**src/rtl/mainboard_wb_arbiter.sv**
```systemverilog
// ============================================================================
// mainboard_wb_arbiter
//
// Two-master Wishbone arbiter in front of the mainboard's byte-wide
// configuration/debug slave port (VDP, console ROM, GROM, cartridge ROM and
// speech ROM windows). Master 0 is the host debugger and master 1 is the
// ROM/GROM image loader.
//
// Ownership is granted per CYC frame, round-robin on ties. The owner's bus is
// passed combinationally to the slave, and the slave's ack/data come straight
// back, so no latency is added per access. A strobe the slave never
// acknowledges is aborted after timeout_cycles unacked cycles. The owner then
// receives a one-cycle err pulse, and its strobe is masked until it drops STB.
//
// Parameters
//   timeout_cycles  unacked strobed cycles before abort (1..65535)
//
// Ports
//   clk, reset_n        clock, asynchronous active-low reset
//   m0_* / m1_*         master-side Wishbone ports (adr, dat in/out, we, sel,
//                       stb, cyc, ack, err)
//   s_*                 slave-side Wishbone port
//   grant               registered one-hot owner: 10 = master 0,
//                       01 = master 1, 00 = none
// ============================================================================
module mainboard_wb_arbiter #(
    parameter int unsigned timeout_cycles = 255
) (
    input  logic        clk,
    input  logic        reset_n,

    input  logic [0:23] m0_adr_i,
    input  logic [0:7]  m0_dat_i,
    output logic [0:7]  m0_dat_o,
    input  logic        m0_we_i,
    input  logic [0:0]  m0_sel_i,
    input  logic        m0_stb_i,
    input  logic        m0_cyc_i,
    output logic        m0_ack_o,
    output logic        m0_err_o,

    input  logic [0:23] m1_adr_i,
    input  logic [0:7]  m1_dat_i,
    output logic [0:7]  m1_dat_o,
    input  logic        m1_we_i,
    input  logic [0:0]  m1_sel_i,
    input  logic        m1_stb_i,
    input  logic        m1_cyc_i,
    output logic        m1_ack_o,
    output logic        m1_err_o,

    output logic [0:23] s_adr_o,
    output logic [0:7]  s_dat_o,
    input  logic [0:7]  s_dat_i,
    output logic        s_we_o,
    output logic [0:0]  s_sel_o,
    output logic        s_stb_o,
    output logic        s_cyc_o,
    input  logic        s_ack_i,

    output logic [0:1]  grant
);

    localparam int CNT_W = (timeout_cycles < 1) ? 1 : $clog2(timeout_cycles + 1);
    localparam logic [CNT_W-1:0] CNT_LIMIT = CNT_W'(timeout_cycles);

    typedef enum logic [1:0] {
        ST_IDLE    = 2'd0,
        ST_OWN0    = 2'd1,
        ST_OWN1    = 2'd2,
        ST_RELEASE = 2'd3
    } state_t;

    state_t           r_state;
    state_t           w_state_nxt;
    logic             r_last_grant;   // 0 = master 0 owned last, 1 = master 1
    logic [CNT_W-1:0] r_cnt;
    logic             r_abort;
    logic             r_err0;
    logic             r_err1;
    logic [0:1]       r_grant;

    logic             w_own0;
    logic             w_own1;
    logic             w_owner_stb;
    logic             w_stb;
    logic             w_timeout;
    logic             w_cnt_run;

    assign w_own0 = (r_state == ST_OWN0);
    assign w_own1 = (r_state == ST_OWN1);

    // Raw STB of whoever owns the bus; used to release the abort mask.
    assign w_owner_stb = (w_own0 & m0_stb_i) | (w_own1 & m1_stb_i);

    assign w_stb = ((w_own0 & m0_cyc_i & m0_stb_i) |
                    (w_own1 & m1_cyc_i & m1_stb_i)) & ~r_abort;

    // An ack arriving in the limit cycle wins: no timeout is flagged.
    assign w_timeout = w_stb & ~s_ack_i & (r_cnt == CNT_LIMIT);

    assign w_cnt_run = w_stb & ~s_ack_i & ~w_timeout & (w_state_nxt == r_state);

    // ------------------------------------------------------------------------
    // Next-state logic
    // ------------------------------------------------------------------------
    always_comb begin
        w_state_nxt = r_state;
        case (r_state)
            ST_IDLE: begin
                if (m0_cyc_i && m1_cyc_i) begin
                    w_state_nxt = r_last_grant ? ST_OWN0 : ST_OWN1;
                end else if (m0_cyc_i) begin
                    w_state_nxt = ST_OWN0;
                end else if (m1_cyc_i) begin
                    w_state_nxt = ST_OWN1;
                end
            end
            ST_OWN0: begin
                if (!m0_cyc_i) begin
                    w_state_nxt = ST_RELEASE;
                end
            end
            ST_OWN1: begin
                if (!m1_cyc_i) begin
                    w_state_nxt = ST_RELEASE;
                end
            end
            ST_RELEASE: begin
                w_state_nxt = ST_IDLE;
            end
            default: begin
                w_state_nxt = ST_IDLE;
            end
        endcase
    end

    // ------------------------------------------------------------------------
    // Bus multiplexing: the owner's request goes to the slave, the slave's
    // response goes back to the owner only.
    // ------------------------------------------------------------------------
    always_comb begin
        s_adr_o  = '0;
        s_dat_o  = '0;
        s_we_o   = 1'b0;
        s_sel_o  = '0;
        s_cyc_o  = 1'b0;
        m0_dat_o = '0;
        m1_dat_o = '0;
        case (r_state)
            ST_OWN0: begin
                s_adr_o  = m0_adr_i;
                s_dat_o  = m0_dat_i;
                s_we_o   = m0_we_i;
                s_sel_o  = m0_sel_i;
                s_cyc_o  = m0_cyc_i;
                m0_dat_o = s_dat_i;
            end
            ST_OWN1: begin
                s_adr_o  = m1_adr_i;
                s_dat_o  = m1_dat_i;
                s_we_o   = m1_we_i;
                s_sel_o  = m1_sel_i;
                s_cyc_o  = m1_cyc_i;
                m1_dat_o = s_dat_i;
            end
            default: begin
            end
        endcase
    end

    assign s_stb_o  = w_stb;
    assign m0_ack_o = w_own0 & s_ack_i & w_stb;
    assign m1_ack_o = w_own1 & s_ack_i & w_stb;
    assign m0_err_o = r_err0 & w_own0;
    assign m1_err_o = r_err1 & w_own1;
    assign grant    = r_grant;

    // ------------------------------------------------------------------------
    // State, grant and round-robin history
    // ------------------------------------------------------------------------
    always_ff @(posedge clk or negedge reset_n) begin
        if (!reset_n) begin
            r_state      <= ST_IDLE;
            r_grant      <= 2'b00;
            r_last_grant <= 1'b1;
        end else begin
            r_state <= w_state_nxt;
            case (w_state_nxt)
                ST_OWN0: r_grant <= 2'b10;
                ST_OWN1: r_grant <= 2'b01;
                default: r_grant <= 2'b00;
            endcase
            if (r_state == ST_IDLE && w_state_nxt == ST_OWN0) begin
                r_last_grant <= 1'b0;
            end else if (r_state == ST_IDLE && w_state_nxt == ST_OWN1) begin
                r_last_grant <= 1'b1;
            end
        end
    end

    // ------------------------------------------------------------------------
    // Timeout counter, abort mask and error pulse
    // ------------------------------------------------------------------------
    always_ff @(posedge clk or negedge reset_n) begin
        if (!reset_n) begin
            r_cnt   <= '0;
            r_abort <= 1'b0;
            r_err0  <= 1'b0;
            r_err1  <= 1'b0;
        end else begin
            if (w_cnt_run) begin
                r_cnt <= r_cnt + CNT_W'(1);
            end else begin
                r_cnt <= '0;
            end

            // Error is a single registered pulse to the current owner.
            r_err0 <= w_timeout & w_own0;
            r_err1 <= w_timeout & w_own1;

            // Mask stays until the owner drops STB (or loses the bus).
            if (w_timeout) begin
                r_abort <= 1'b1;
            end else if (!w_owner_stb || (w_state_nxt != r_state)) begin
                r_abort <= 1'b0;
            end
        end
    end

endmodule

```
**config.mk**
```make
export PLATFORM = sky130hd
export DESIGN_NAME = mainboard_wb_arbiter
export DESIGN_NICKNAME = d
export VERILOG_FILES = /design/src/rtl/mainboard_wb_arbiter.sv
export SDC_FILE = /design/constraint.sdc
export NUM_CORES = 1
export LEC_CHECK = 0
export BUFFER_PORTS_ARGS = -buffer_cell sky130_fd_sc_hd__buf_2
export CAP_MARGIN = 20
export CORE_ASPECT_RATIO = 0.9
export CORE_MARGIN = 4
export CORE_UTILIZATION = 42
export CTS_CLUSTER_SIZE = 25
export DETAILED_ROUTE_END_ITERATION = 6
export PLACE_DENSITY = 0.88
export SLEW_MARGIN = 20
export SYNTH_ARGS = -nofsm -noshare
export SYNTH_HDL_FRONTEND = slang
export SYNTH_SLANG_ARGS = --single-unit
```
**constraint.sdc**
```tcl
create_clock -name clk -period 3.9 [get_ports clk]
set_clock_uncertainty 0.15 [all_clocks]
set_input_delay 0.585 -clock clk [delete_from_list [all_inputs] [get_ports clk]]
set_output_delay 0.585 -clock clk [all_outputs]
set_load 0.01 [all_outputs]
```
==> impl_metrics.env <==
export IMPL_outcome="finished, final reports clean"
export IMPL_power_clock_fraction_pct=7.8
export IMPL_antenna_found_initial=0
export IMPL_grt_max_degree=36
export IMPL_synth_top_area_share_pct=22.83
export IMPL_worst_slack_ns=0.9325
export IMPL_post_cts_buffers=0
export IMPL_dpl_worst_slack_ns=1.145
export IMPL_avgViaCountPerCell=5.230
export IMPL_clock_fmax_mhz=337.0
export IMPL_ys_ff_latch=16
export IMPL_finalHoldViolCount=0
export IMPL_slew_viol_final=0
export IMPL_power_frac_comb_pct=78.8
export IMPL_rsz0062_at_grt="false"
export IMPL_drc=0
export IMPL_port_buffers=140
export IMPL_period_share_pct=76.09
export IMPL_grt_pass1_wl_um=7997
export IMPL_async_flop_share_pct=100.0
export IMPL_drive_above_1_share_pct=48.77
export IMPL_yosys_cell_count_top_type="nor2b_1"
export IMPL_die_y_um=67.36
export IMPL_path_clk_slew_ns=0.07
export IMPL_worstPathArrival_ns=2.23
export IMPL_p_leak_nw=1.238
export IMPL_start_util_pct=43.76
export IMPL_num_nets_final=415
export IMPL_place_congestion=0.8851
export IMPL_fin_crit_ns=2.967
export IMPL_cpPeakStageDelay_ns=0.51
export IMPL_tightest_slew_ns=0.8119
export IMPL_grt_util_all_layers_pct=20.16
export IMPL_p_sw_share_pct=49.58
export IMPL_die_area_sq_um=4981
export IMPL_cts_repair_resize_count=0
export IMPL_synthCells=193
export IMPL_yosys_warnings=0
export IMPL_synth_nets=283
export IMPL_ioPinCount=141
export IMPL_cpMaxStageDelayCell="ha_1"
export IMPL_switching_power_mw=0.8125
export IMPL_drv_cap=0
export IMPL_min_path_type="in -> async"
export IMPL_synth_area_per_cell_sq_um=8.519
export IMPL_final_setup_tns_ns=0
export IMPL_p_int_mw=0.8262
export IMPL_start_kind="register"
export IMPL_synth_edf_count=0
export IMPL_grt_pass1_vias=1693
export IMPL_setup_worst_path_class="reg -> out"
export IMPL_drt_wl_total_um=5607
export IMPL_insertion_delay_ns=0.25
export IMPL_hpwl_um=4598
export IMPL_overflow=0
export IMPL_clock_sinks=16
export IMPL_fp_dieW_um=73.95
export IMPL_synthFlopType="dfrtp_1"
export IMPL_synth_area_top_cells="dfrtp_1 23%, a22oi_1 16%, nor2b_1 14%"
export IMPL_drt_iter0_markers=70
export IMPL_syn_area_sq_um=1644
export IMPL_power_density_nw_per_um2=679.7
export IMPL_synth_area_leader_cell="dfrtp_1"
export IMPL_hold_buffers=0
export IMPL_crit_fanout=35
export IMPL_num_vias=1935
export IMPL_clockRootBuffer="clkbuf_8"
export IMPL_path_delay_family="buffers and inverters"
export IMPL_p_seq_share_pct=13.5
export IMPL_postRouteAntennaNets=0
export IMPL_clockBufferDepth=2
export IMPL_worstPathRequired_ns=3.16
export IMPL_numCtsBuffers=3
export IMPL_drt_pass1_iter_count=4
export IMPL_fin_hold_ws_ns=0.08313
export IMPL_area_growth_syn_to_layout_pct=46.65
export IMPL_ir_drop_mv=0.5395
export IMPL_cp_cell_sequence="inv_1 -> ha_1 -> buf_4 -> a22oi_1 -> nor2b_1 -> buf_2"
export IMPL_cp_num_buf_inv=3
export IMPL_wl_per_cell_um=15.15
export IMPL_crit_path_end_kind="primary output"
export IMPL_antenna_cells=0
export IMPL_core_sq_um=3757
export IMPL_yosysSeqAreaShare_pct=24.43
export IMPL_slew_headroom_pct=45.87
export IMPL_placementRows=21
export IMPL_setup_violations_final=0
export IMPL_netlist_cell_type_count=37
export IMPL_synth_common_cells="36 x nor2b_1, 35 x a22oi_1, 20 x and2_1, 15 x dfrtp_1, 11 x clkbuf_1"
export IMPL_cts_tree="built"
export IMPL_h_tree_depth=1
[cells in the final DEF, fill, tap and decap left out, drive strengths merged, types with 2 or more instances in the layout]
cell type / synthesis / layout
buf: 4 / 142
nor2b: 36 / 36
a22oi: 35 / 35
and2: 20 / 20
dfrtp: 15 / 15
nand2: 7 / 7
ha: 7 / 7
nor4: 7 / 7
nand3: 6 / 6
inv: 5 / 5
nand2b: 4 / 4
nor2: 4 / 4
xor2: 4 / 4
clkbuf: 11 / 4
nor3: 3 / 3
a31oi: 3 / 3
and3: 3 / 3
a21o: 2 / 2
xnor2: 2 / 2
nand4: 2 / 2
[flip-flops by register name (all words and copies together) (netlist names)]
name          flops
r_cnt             8
grant             2
r_state           2
r_abort           1
r_err0            1
r_err1            1
r_last_grant      1
[area by class of cell]
cell class                 instances  area [sq um]
multi-input combinational        157          1160
inverter                           5         18.77
tap                               46         57.56
sequential                        16         401.6
timing repair buffer             142         728.2
clock buffer                       4         45.04
fill                             354          1346
[power groups by stage]
stage                     sequential [mW]  clock [mW]  combinational (mW)
after global routing                0.223       0.138                1.42
after detailed placement            0.222           0                1.30
after floorplan                     0.222           0               0.891
after CTS                           0.220       0.132                1.30
final                               0.221       0.127                1.29
after global placement              0.221           0                1.27
[stage by stage]
| step | instance area, sq um | instances | power [mW] | utilization, % |
|---|---|---|---|---|
| floorplan | 1644 | 193 | 1.113 | - |
| global placement | 2366 | 366 | 1.492 | 62.97 |
| detailed placement | 2366 | 366 | 1.521 | 62.97 |
| CTS | 2411 | 370 | 1.653 | 64.17 |
| global route | 2411 | 370 | 1.778 | 64.17 |
| finish | 2411 | 370 | 1.639 | 64.17 |
[cell families after synthesis]
kind of cell / after synthesis / synth area share, %
adders and majority gates: 7 / 5.327
AOI/OAI and AO/OA: 46 / 22.53
muxes: 1 / 0.6849
and+or+nand+nor: 97 / 38.81
xor gates and xnor gates: 6 / 3.196
DFF: 16 / 24.43
buffers and inverters: 20 / 5.023
[worst paths after layout]
kind / startpoint / endpoint / slack [ns] / cells past startpoint
setup / recovery: r_state[0] / s_dat_o[1] / 0.93 / 6
hold / removal: reset_n / r_cnt[4] / 0.08 / 1
setup reg to reg: r_state[1] / r_cnt[1] / 1.15 / 6
hold reg to reg: r_cnt[0] / r_cnt[0] / 0.32 / 1
max in group asynchronous: reset_n / r_last_grant / 3.20 / 1
min in group clk: r_cnt[0] / r_cnt[0] / 0.32 / 1
[metal layers]
metal	wire, um	vias up	GRT usage [%]
met5	0	-	0
met4	35	0	4.299
met3	497	4	3.869
met2	2969	78	37.94
met1	2104	901	23.47
li1	-	952	-
(Power assumes the default switching activity.)
